## src/rtl/cond_logic_pred_if.sv

```systemverilog
// cond_logic_pred_if
//   Bundles the decode-side request lines and the gated enables that
//   cond_logic_pred places between instruction decode and the datapath.
//
//   Modports:
//     master : decoder side, drives requests, observes gated enables
//     slave  : cond_logic_pred itself
//
//   Qualifier semantics: InstrValid marks a cycle that carries a real
//   instruction. Every state update in the block (flags, predication
//   window, squash count) happens only on a clock edge where InstrValid is
//   high; InstrValid low is a stall and leaves all state untouched. There
//   is no back-pressure: the block accepts every valid instruction.
//
//   Signals:
//     InstrValid, CtxSel, Cond, ALUFlags, FlagW   instruction + flag update
//     PCS, RegW, MemW, RegWSPU, NoWrite           decoder write requests
//     ITStart, ITCond, ITMask, ITLen              predication header
//     PCSrc, RegWrite, MemWrite, CondEx           gated enables / condition
//     Flags, ITActive, SquashCnt                  status
interface cond_logic_pred_if #(
    parameter int NUM_CTX    = 2,
    parameter int PRED_DEPTH = 4,
    parameter int CNT_W      = 16
);
    localparam int CTX_W = (NUM_CTX > 1) ? $clog2(NUM_CTX) : 1;
    localparam int LEN_W = $clog2(PRED_DEPTH + 1);

    logic                  InstrValid;
    logic [CTX_W-1:0]      CtxSel;
    logic [3:0]            Cond;
    logic [3:0]            ALUFlags;
    logic [1:0]            FlagW;
    logic                  PCS;
    logic                  RegW;
    logic                  MemW;
    logic                  RegWSPU;
    logic                  NoWrite;
    logic                  ITStart;
    logic [3:0]            ITCond;
    logic [PRED_DEPTH-1:0] ITMask;
    logic [LEN_W-1:0]      ITLen;

    logic                  PCSrc;
    logic                  RegWrite;
    logic                  MemWrite;
    logic                  CondEx;
    logic [3:0]            Flags;
    logic                  ITActive;
    logic [CNT_W-1:0]      SquashCnt;

    modport master (
        output InstrValid, CtxSel, Cond, ALUFlags, FlagW,
        output PCS, RegW, MemW, RegWSPU, NoWrite,
        output ITStart, ITCond, ITMask, ITLen,
        input  PCSrc, RegWrite, MemWrite, CondEx, Flags, ITActive, SquashCnt
    );

    modport slave (
        input  InstrValid, CtxSel, Cond, ALUFlags, FlagW,
        input  PCS, RegW, MemW, RegWSPU, NoWrite,
        input  ITStart, ITCond, ITMask, ITLen,
        output PCSrc, RegWrite, MemWrite, CondEx, Flags, ITActive, SquashCnt
    );
endinterface

```

## src/rtl/cond_logic_pred.sv

```systemverilog
// cond_logic_pred
//   Conditional-execution unit with NUM_CTX independent NZCV flag contexts
//   and an IT-style predication window of up to PRED_DEPTH slots. Gates
//   PCSrc / RegWrite / MemWrite between decode and the datapath with zero
//   latency (combinational from the registered flags and window state).
//
//   Ports:
//     clk    : clock
//     reset  : asynchronous active-high reset
//     bus    : cond_logic_pred_if.slave (requests in, gated enables out)
//
//   Optional feature: define COND_SQUASH_CNT_EN to build a saturating
//   counter of squashed write/branch requests on SquashCnt; without it
//   SquashCnt is tied to zero.
//
//   The window FSM state is visible directly on bus.ITActive.
module cond_logic_pred #(
    parameter int NUM_CTX    = 2,
    parameter int PRED_DEPTH = 4,
    parameter int CNT_W      = 16
) (
    input logic              clk,
    input logic              reset,
    cond_logic_pred_if.slave bus
);
    localparam int CTX_W  = (NUM_CTX > 1) ? $clog2(NUM_CTX) : 1;
    localparam int LEN_W  = $clog2(PRED_DEPTH + 1);
    localparam int SLOT_W = (PRED_DEPTH > 1) ? $clog2(PRED_DEPTH) : 1;

    typedef enum logic {IDLE = 1'b0, ACTIVE = 1'b1} win_state_t;

    win_state_t            state;
    logic [3:0]            flags [NUM_CTX];
    logic [3:0]            it_cond;
    logic [PRED_DEPTH-1:0] it_mask;
    logic [SLOT_W-1:0]     slot;
    logic [LEN_W-1:0]      count;

    logic [3:0]            cur_flags;
    logic [3:0]            eff_cond;
    logic                  cond_pass;

    function automatic logic cond_decode(input logic [3:0] c, input logic [3:0] f);
        logic n, z, cf, v, r;
        {n, z, cf, v} = f;
        case (c)
            4'b0000: r = z;
            4'b0001: r = !z;
            4'b0010: r = cf;
            4'b0011: r = !cf;
            4'b0100: r = n;
            4'b0101: r = !n;
            4'b0110: r = v;
            4'b0111: r = !v;
            4'b1000: r = cf & !z;
            4'b1001: r = !cf | z;
            4'b1010: r = (n == v);
            4'b1011: r = (n != v);
            4'b1100: r = !z & (n == v);
            4'b1101: r = z | (n != v);
            default: r = 1'b1;
        endcase
        return r;
    endfunction

    // Loop-select rather than direct indexing so a CtxSel value beyond
    // NUM_CTX reads as all-zero flags instead of an out-of-range access.
    always_comb begin
        cur_flags = 4'b0000;
        for (int i = 0; i < NUM_CTX; i++) begin
            if (CTX_W'(i) == bus.CtxSel) cur_flags = flags[i];
        end
    end

    // A header instruction always runs on its own Cond, even mid-window.
    always_comb begin
        eff_cond = bus.Cond;
        if (state == ACTIVE && !bus.ITStart) begin
            eff_cond = it_mask[slot] ? it_cond : (it_cond ^ 4'b0001);
        end
    end

    assign cond_pass = !reset && cond_decode(eff_cond, cur_flags);

    assign bus.CondEx   = cond_pass;
    assign bus.PCSrc    = bus.InstrValid & bus.PCS & cond_pass;
    assign bus.MemWrite = bus.InstrValid & bus.MemW & cond_pass;
    // SPU writes bypass the condition but must still be silent in reset.
    assign bus.RegWrite = bus.InstrValid & !reset &
                          ((bus.RegW & cond_pass & !bus.NoWrite) | bus.RegWSPU);
    assign bus.Flags    = cur_flags;
    assign bus.ITActive = (state == ACTIVE);

    always_ff @(posedge clk or posedge reset) begin
        if (reset) begin
            for (int i = 0; i < NUM_CTX; i++) flags[i] <= 4'b0000;
        end else if (bus.InstrValid && cond_pass) begin
            for (int i = 0; i < NUM_CTX; i++) begin
                if (CTX_W'(i) == bus.CtxSel) begin
                    if (bus.FlagW[1]) flags[i][3:2] <= bus.ALUFlags[3:2];
                    if (bus.FlagW[0]) flags[i][1:0] <= bus.ALUFlags[1:0];
                end
            end
        end
    end

    // Window FSM. A header with ITLen=0 is ignored in either state.
    always_ff @(posedge clk or posedge reset) begin
        if (reset) begin
            state   <= IDLE;
            it_cond <= 4'b0000;
            it_mask <= '0;
            slot    <= '0;
            count   <= '0;
        end else if (bus.InstrValid) begin
            if (bus.ITStart) begin
                if (bus.ITLen != '0) begin
                    state   <= ACTIVE;
                    it_cond <= bus.ITCond;
                    it_mask <= bus.ITMask;
                    slot    <= '0;
                    count   <= (bus.ITLen > LEN_W'(PRED_DEPTH)) ? LEN_W'(PRED_DEPTH) : bus.ITLen;
                end
            end else if (state == ACTIVE) begin
                // Slots are consumed regardless of pass/fail.
                slot  <= slot + 1'b1;
                count <= count - 1'b1;
                if (count == LEN_W'(1)) state <= IDLE;
            end
        end
    end

`ifdef COND_SQUASH_CNT_EN
    logic [CNT_W-1:0] squash_cnt;

    always_ff @(posedge clk or posedge reset) begin
        if (reset) begin
            squash_cnt <= '0;
        end else if (bus.InstrValid && !cond_pass && (bus.PCS || bus.RegW || bus.MemW)
                     && squash_cnt != {CNT_W{1'b1}}) begin
            squash_cnt <= squash_cnt + 1'b1;
        end
    end

    assign bus.SquashCnt = squash_cnt;
`else
    assign bus.SquashCnt = {CNT_W{1'b0}};
`endif
endmodule

```

## src/flat_wrapper.sv

```systemverilog
// flat-port wrapper written by rule: the top's interface ports become plain ports
module cond_logic_pred_flat 
#(
    parameter int NUM_CTX    = 2,
    parameter int PRED_DEPTH = 4,
    parameter int CNT_W      = 16
)
  (clk, reset, bus_InstrValid, bus_CtxSel, bus_Cond, bus_ALUFlags, bus_FlagW, bus_PCS, bus_RegW, bus_MemW, bus_RegWSPU, bus_NoWrite, bus_ITStart, bus_ITCond, bus_ITMask, bus_ITLen, bus_PCSrc, bus_RegWrite, bus_MemWrite, bus_CondEx, bus_Flags, bus_ITActive, bus_SquashCnt);
  cond_logic_pred_if #(.NUM_CTX(NUM_CTX), .PRED_DEPTH(PRED_DEPTH), .CNT_W(CNT_W)) bus_i ();
  input logic clk;
  input logic reset;
  input wire logic [$bits(bus_i.InstrValid)-1:0] bus_InstrValid;
  input wire logic [$bits(bus_i.CtxSel)-1:0] bus_CtxSel;
  input wire logic [$bits(bus_i.Cond)-1:0] bus_Cond;
  input wire logic [$bits(bus_i.ALUFlags)-1:0] bus_ALUFlags;
  input wire logic [$bits(bus_i.FlagW)-1:0] bus_FlagW;
  input wire logic [$bits(bus_i.PCS)-1:0] bus_PCS;
  input wire logic [$bits(bus_i.RegW)-1:0] bus_RegW;
  input wire logic [$bits(bus_i.MemW)-1:0] bus_MemW;
  input wire logic [$bits(bus_i.RegWSPU)-1:0] bus_RegWSPU;
  input wire logic [$bits(bus_i.NoWrite)-1:0] bus_NoWrite;
  input wire logic [$bits(bus_i.ITStart)-1:0] bus_ITStart;
  input wire logic [$bits(bus_i.ITCond)-1:0] bus_ITCond;
  input wire logic [$bits(bus_i.ITMask)-1:0] bus_ITMask;
  input wire logic [$bits(bus_i.ITLen)-1:0] bus_ITLen;
  output wire logic [$bits(bus_i.PCSrc)-1:0] bus_PCSrc;
  output wire logic [$bits(bus_i.RegWrite)-1:0] bus_RegWrite;
  output wire logic [$bits(bus_i.MemWrite)-1:0] bus_MemWrite;
  output wire logic [$bits(bus_i.CondEx)-1:0] bus_CondEx;
  output wire logic [$bits(bus_i.Flags)-1:0] bus_Flags;
  output wire logic [$bits(bus_i.ITActive)-1:0] bus_ITActive;
  output wire logic [$bits(bus_i.SquashCnt)-1:0] bus_SquashCnt;
  assign bus_i.InstrValid = bus_InstrValid;
  assign bus_i.CtxSel = bus_CtxSel;
  assign bus_i.Cond = bus_Cond;
  assign bus_i.ALUFlags = bus_ALUFlags;
  assign bus_i.FlagW = bus_FlagW;
  assign bus_i.PCS = bus_PCS;
  assign bus_i.RegW = bus_RegW;
  assign bus_i.MemW = bus_MemW;
  assign bus_i.RegWSPU = bus_RegWSPU;
  assign bus_i.NoWrite = bus_NoWrite;
  assign bus_i.ITStart = bus_ITStart;
  assign bus_i.ITCond = bus_ITCond;
  assign bus_i.ITMask = bus_ITMask;
  assign bus_i.ITLen = bus_ITLen;
  assign bus_PCSrc = bus_i.PCSrc;
  assign bus_RegWrite = bus_i.RegWrite;
  assign bus_MemWrite = bus_i.MemWrite;
  assign bus_CondEx = bus_i.CondEx;
  assign bus_Flags = bus_i.Flags;
  assign bus_ITActive = bus_i.ITActive;
  assign bus_SquashCnt = bus_i.SquashCnt;
  cond_logic_pred #(.NUM_CTX(NUM_CTX), .PRED_DEPTH(PRED_DEPTH), .CNT_W(CNT_W)) u_core (.clk(clk), .reset(reset), .bus(bus_i));
endmodule
```

## config.mk

```make
export PLATFORM = sky130hd
export DESIGN_NAME = cond_logic_pred_flat
export DESIGN_NICKNAME = d
export VERILOG_FILES = /design/src/rtl/cond_logic_pred_if.sv /design/src/rtl/cond_logic_pred.sv /design/src/flat_wrapper.sv
export SDC_FILE = /design/constraint.sdc
export NUM_CORES = 1
export LEC_CHECK = 0
export CORE_MARGIN = 2
export CORE_UTILIZATION = 44
export DETAILED_ROUTE_END_ITERATION = 10
export PLACE_DENSITY = 0.88
export SYNTH_ARGS = -nofsm -noshare
export SYNTH_HDL_FRONTEND = slang
export SYNTH_SLANG_ARGS = --single-unit
```

## constraint.sdc

```tcl
create_clock -name clk -period 3.5 [get_ports clk]
set_input_delay 0.35 -clock clk [delete_from_list [all_inputs] [get_ports clk]]
set_output_delay 0.35 -clock clk [all_outputs]
set_load 0.005 [all_outputs]
```

Yosys cells after proc, flatten, opt, wreduce, memory -nomap -nowiden
Index checks and enable logic that the tools add are counted.
{"block": "op_classes", "reduce_logical": 20, "order_cmp": 2, "bitwise": 15, "add_sub_neg": 2, "n_mux": 17, "eq_ne": 17}
{"operator": "== test 4 bit (second input constant)", "n": 6}
{"operator": "AND reduction 3 bit", "n": 6}
{"operator": "== test 4 x 3 -> 1 bit (second input constant)", "n": 4}
{"operator": "case mux 1 bit (14 select lines)", "n": 1}
{"operator": "2-to-1 mux 3 bit", "n": 4}
{"operator": "bitwise AND 1 bit", "n": 10}
{"operator": "== test 4 x 2 -> 1 bit (second input constant)", "n": 2}
{"operator": "2-to-1 mux 4 bit", "n": 2}
{"operator": "zero test 1 bit", "n": 7}
{"operator": "2-to-1 mux 1 bit", "n": 6}
{"operator": "2-to-1 mux 2 bit", "n": 3}
{"operator": "== test 4 x 1 -> 1 bit (second input constant)", "n": 1}
{"operator": "zero test 4 bit", "n": 1}
{"operator": "== test 3 x 1 -> 1 bit (second input constant)", "n": 1}
{"operator": "> comparator 3 bit (second input constant)", "n": 1}
{"operator": "logical AND 1 bit", "n": 3}
{"operator": "< comparator 2 x 3 -> 1 bit (second input constant)", "n": 1}
{"operator": "OR 1 bit", "n": 3}
{"operator": "nonzero test 3 bit", "n": 1}
{"operator": "subtractor 3 x 1 -> 3 bit (second input constant)", "n": 1}
{"operator": "adder 2 x 1 -> 2 bit (second input constant)", "n": 1}
{"operator": "binary-select mux 1 bit (select 2 bit)", "n": 1}
{"operator": "inequality test 2 x 1 -> 1 bit (second input constant)", "n": 1}
{"operator": "inverter 1 bit", "n": 2}
{"operator": "4 further kinds", "n": 4}
{"block": "totals", "reg_bits": 22, "inputBits": 31, "out_inout_bits": 25}

Logic depth before layout (Yosys ltp)
{"block": "logic_depth", "ltp_word": 11, "depth_mapped": 8}

Least setup slack after synthesis
Ideal clock, no wire load.
{"block": "synth_path", "path_type": "register to output", "start": "reg u_core.slot[0]", "end": "out bus_MemWrite", "n_path_buf": 0, "stages_incl_launch_ff": 8, "setup_slack_ns": 0.996, "arrival_ns": 2.154, "required_time_ns": 3.150, "path_cell_list": "dfrtp_1 -> mux4_2 -> xnor2_2 -> mux2i_2 -> xor2_1 -> or4_4 -> and3b_1 -> and2_1"}
{"block": "synth_via", "elab_chain_cells": 8}
{"element": "start, declared", "line_no": "cond_logic_pred.sv:36", "rtl": "logic [SLOT_W-1:0] slot;"}
{"element": "start signal, assigned", "line_no": "cond_logic_pred.sv:126", "rtl": "slot <= slot + 1'b1;"}
{"element": "binary-select mux 1 bit (select 2 bit) (*)", "line_no": "cond_logic_pred.sv:79", "rtl": "eff_cond = it_mask[slot] ? it_cond : (it_cond ^ 4'b0001);"}
{"element": "2-to-1 mux 1 bit (not written as such) (*)", "line_no": "cond_logic_pred.sv:79"}
{"element": "2-to-1 mux 1 bit (*)", "line_no": "cond_logic_pred.sv:79"}
{"element": "2-to-1 mux 4 bit (*)", "line_no": "cond_logic_pred.sv:78", "rtl": "if (state == ACTIVE && !bus.ITStart) begin"}
{"element": "== test 4 bit (tied with other cells)", "line_no": "cond_logic_pred.sv:46", "rtl": "case (c)"}
{"element": "case mux 1 bit (14 select lines) (*)", "line_no": "cond_logic_pred.sv:46"}
{"element": "logical AND 1 bit (*)", "line_no": "cond_logic_pred.sv:83", "rtl": "assign cond_pass = !reset && cond_decode(eff_cond, cur_flags);"}
{"element": "bitwise AND 1 bit (*)", "line_no": "cond_logic_pred.sv:87", "rtl": "assign bus.MemWrite = bus.InstrValid & bus.MemW & cond_pass;"}
{"element": "end, declared", "line_no": "flat_wrapper.sv:28", "rtl": "output wire logic [$bits(bus_i.MemWrite)-1:0] bus_MemWrite;"}
Every way passes the cells marked *; elsewhere a longest branch is shown, timed or not. The select of a mux whose other input is x is not followed.

Worst setup path in the final report
{"block": "layout_path", "start": "reg u_core.slot[0]", "end": "out bus_PCSrc"}
{"block": "layout_via", "elab_chain_cells": 8}
{"element": "binary-select mux 1 bit (select 2 bit) (*)", "line_no": "cond_logic_pred.sv:79"}
{"element": "2-to-1 mux 1 bit (not written as such) (*)", "line_no": "cond_logic_pred.sv:79"}
{"element": "2-to-1 mux 1 bit (*)", "line_no": "cond_logic_pred.sv:79"}
{"element": "2-to-1 mux 4 bit (*)", "line_no": "cond_logic_pred.sv:78"}
{"element": "== test 4 bit (tied with other cells)", "line_no": "cond_logic_pred.sv:46"}
{"element": "case mux 1 bit (14 select lines) (*)", "line_no": "cond_logic_pred.sv:46"}
{"element": "logical AND 1 bit (*)", "line_no": "cond_logic_pred.sv:83"}
{"element": "bitwise AND 1 bit (*)", "line_no": "cond_logic_pred.sv:86", "rtl": "assign bus.PCSrc = bus.InstrValid & bus.PCS & cond_pass;"}
{"element": "end, declared", "line_no": "flat_wrapper.sv:26", "rtl": "output wire logic [$bits(bus_i.PCSrc)-1:0] bus_PCSrc;"}
Marked as above.

==> flow_summary.json <==
{
  "status": "completed",
  "nets": 216,
  "coreArea_sq_um": 3284,
  "hold_path_class": "flop to flop",
  "start_util_pct": 44.88,
  "overflow": 0,
  "synth_cell_type_count": 41,
  "grt_max_degree": 23,
  "fmax_mhz": 299.3,
  "crit_path_max_fanout": 6,
  "vias": 1165,
  "gp_congestion": 0.8113,
  "cts_buffer_depth": 2,
  "holdWs_ns": 0.5044,
  "dieHeight_um": 61.88,
  "p_per_area_nw_per_um2": 556.0,
  "synth_edf_count": 0,
  "firstDrtPassIters": 4,
  "fill_cells": 296,
  "crit_path_start_kind": "flop",
  "place_area_sq_um": 1859,
  "grt_util_met3_pct": 3.313,
  "dp_hpwl_um": 2348,
  "grt_pass1_vias": 1045,
  "irDropWorstVdd_mv": 0.1879,
  "ant_nets": 0,
  "crit_slowest_cell": "mux4_2",
  "synth_seq_cells": 22,
  "final_area_sq_um": 1926,
  "relSlewSlack_pct": 44.21,
  "netlist_instances": 139,
  "ys.warnings.count": 0,
  "cts_tree": "done",
  "wirelength_um": 2967,
  "dieArea_sq_um": 3829,
  "regArea_sq_um": 550.5,
  "crit_chain": "mux4_2 > xnor2_2 > mux2i_4 > xor2_1 > or4_4 > and3b_1 > and2_1 > clkdlybuf4s50_1",
  "cp_top_family": "simple AND/OR/NAND/NOR gates",
  "drt_iter0_drc": 18,
  "async_reset_ff_share_pct": 100.0,
  "syn2layout_area_growth_pct": 30.65,
  "endpoint_kind": "output pin",
  "finalCritPeriodShare_pct": 95.45,
  "clock-sinks": 22,
  "fin_total_pwr_w": 0.001071,
  "required_ns": 3.15,
  "grtUsageMet2_pct": 27.82,
  "clock_latency_ns": 0.30,
  "setup_viol": 0,
  "via_per_inst": 5.110,
  "clock_skew_ns": 0.005640,
  "avgRoutedWirePerCell_um": 13.01,
  "grt_pass1_wl_um": 4422,
  "yosys-top-cells-area": "dfrtp_1 (37%), mux2_2 (17%), buf_4 (8.1%)",
  "grt_usage_pct": 15.92,
  "antenna_found_initial": 0,
  "tightestPinTransition_ns": 0.8360,
  "cp.arrival_ns": 2.99,
  "finalMaxSlewViolations": 0,
  "die_x_um": 61.88,
  "worstSetupPathType": "flop to output pin",
  "ys.flop_type": "dfrtp_1",
  "h-tree-depth": 1,
  "drc": 0,
  "synth_area_leader_cell": "dfrtp_1",
  "clk_pin_slew_ns": 0.12,
  "ys_seq_area_share_pct": 37.35,
  "cpPeakStageDelay_ns": 0.56,
  "antenna_cells": 0,
  "row_count": 21,
  "cts_root_buffer": "clkbuf_4",
  "grtUsageMet1_pct": 19.24,
  "io_buffers": 39,
  "finalCriticalPeriod_ns": 3.341,
  "synth_area_sq_um": 1474,
  "final-hold-violation-count": 0,
  "crit_buf_inv": 1,
  "postSynthAreaPerCell_sq_um": 10.60,
  "synth_common_cells": "dfrtp_1 (22), mux2_2 (22), buf_4 (16)",
  "grt-busiest-layer": "met2",
  "ioPinCount": 56,
  "multi_input_area_sq_um": 843.3,
  "netlist.area_leader.share_pct": 37.35,
  "cap_violations": 0,
  "drive_above_1_share_pct": 19.78,
  "power.leakage_nw": 0.8174,
  "numCtsBuffers": 3
}
==> timing repair <==
| item | 4_1_cts | 5_1_grt |
|---|---|---|
| hold buffers | 0 | 0 |
| endpoints found under the setup margin | 0 | 4 |
| setup buffers | 0 | 2 |
| resized for setup | 0 | 3 |
| hold endpoints to repair | 0 | 0 |
==> stage by stage <==
stage	setup slack, ns	util, %	TNS [ns]	cells
floorplan	0.9963	-	0	154
global placement	0.1080	56.61	0	222
detailed placement	0.04885	56.61	0	222
CTS	0.04135	57.71	0	226
global route	-0.002626	58.63	-0.002626	228
finish	0.1592	58.63	0	228
==> worst reg2reg max path, delay by kind of cell, from the launching register on <==
family	cells	cell delay, ns
XOR/XNOR	2	0.32
multiplexers	3	1.15
flip-flops	1	0.41
AO/OA/AOI/OAI	1	0.17
buffers and inverters	1	0.19
AND/OR/NAND/NOR	1	0.39
==> power breakdown <==
part	total [W]	switching [W]	internal (W)	leakage [nW]
sequential	0.000402	0.0000635	0.000338	0.261
combinational	0.000532	0.000214	0.000318	0.536
clock	0.000137	0.0000735	0.0000635	0.0210
total	0.00107	0.000351	0.000719	0.817
==> final timing paths <==
kind                                                  start                             to  slack, ns  cells past startpoint
worst max-delay path             u_core.slot[0]$_DFFE_PP0P_                      bus_PCSrc       0.16                      8
worst min-delay path            u_core.count[1]$_DFFE_PP0P_    u_core.count[1]$_DFFE_PP0P_       0.50                      1
worst max register to register   u_core.slot[0]$_DFFE_PP0P_    u_core.flags[6]$_DFFE_PP0P_       0.78                      8
worst min register to register  u_core.count[1]$_DFFE_PP0P_    u_core.count[1]$_DFFE_PP0P_       0.50                      1
max in group asynchronous                             reset    u_core.count[1]$_DFFE_PP0P_       2.42                      2
min in group asynchronous                             reset  u_core.it_cond[3]$_DFFE_PP0P_       0.56                      2
==> cells in the final DEF, fill, tap and decap left out, types with 2 or more instances in the layout <==
cell type and n:
nor3b_1 4, clkdlybuf4s50_1 38, xnor2_1 4, a22o_1 2, ha_1 2, o211ai_1 3
nand3b_1 3, conb_1 16, inv_1 4, and2_1 2, and3b_1 2, mux2i_1 3
dfrtp_1 22, nand2b_1 2, a21oi_1 2, buf_4 4, nor2b_1 2, nor2_1 2
clkbuf_4 3, o21ai_0 5, nand2_1 9, mux2_2 22, a211o_1 3, nand3_1 3
==> kinds of logic (layout without fill, tap and decap cells) <==
family,after synthesis,count (layout),synth area share [%]
AOI/OAI and AO/OA,23,23,10.95
DFF,22,22,37.35
buffers and inverters,23,51,10.10
other,1,16,0.2544
muxes,27,27,21.31
xor gates and xnor gates,6,6,4.075
adders and majority gates,2,2,1.698
and+or+nand+nor,35,35,14.26
==> area by class of cell <==
cell class	instances	area share, %
multi-input cells	109	43.79
clock buffers	4	1.884
inverters	4	0.7797
well taps	46	2.989
repair buffers	43	21.96
flip-flops and latches	22	28.59
==> per-layer routing <==
layer / vias to the layer above / routed length [um]
met5: - / 0
met4: 0 / 15
met3: 2 / 160
met2: 35 / 1558
met1: 565 / 1232
li1: 563 / -
==> sequential cells by signal (all words and copies together), names as in the netlist <==
| register | count |
|---|---|
| u_core.slot | 2 |
| u_core.flags | 8 |
| u_core.it_mask | 4 |
| u_core.bus.ITActive | 1 |
| u_core.count | 3 |
| u_core.it_cond | 4 |
Power figures use the tool's default switching activity.
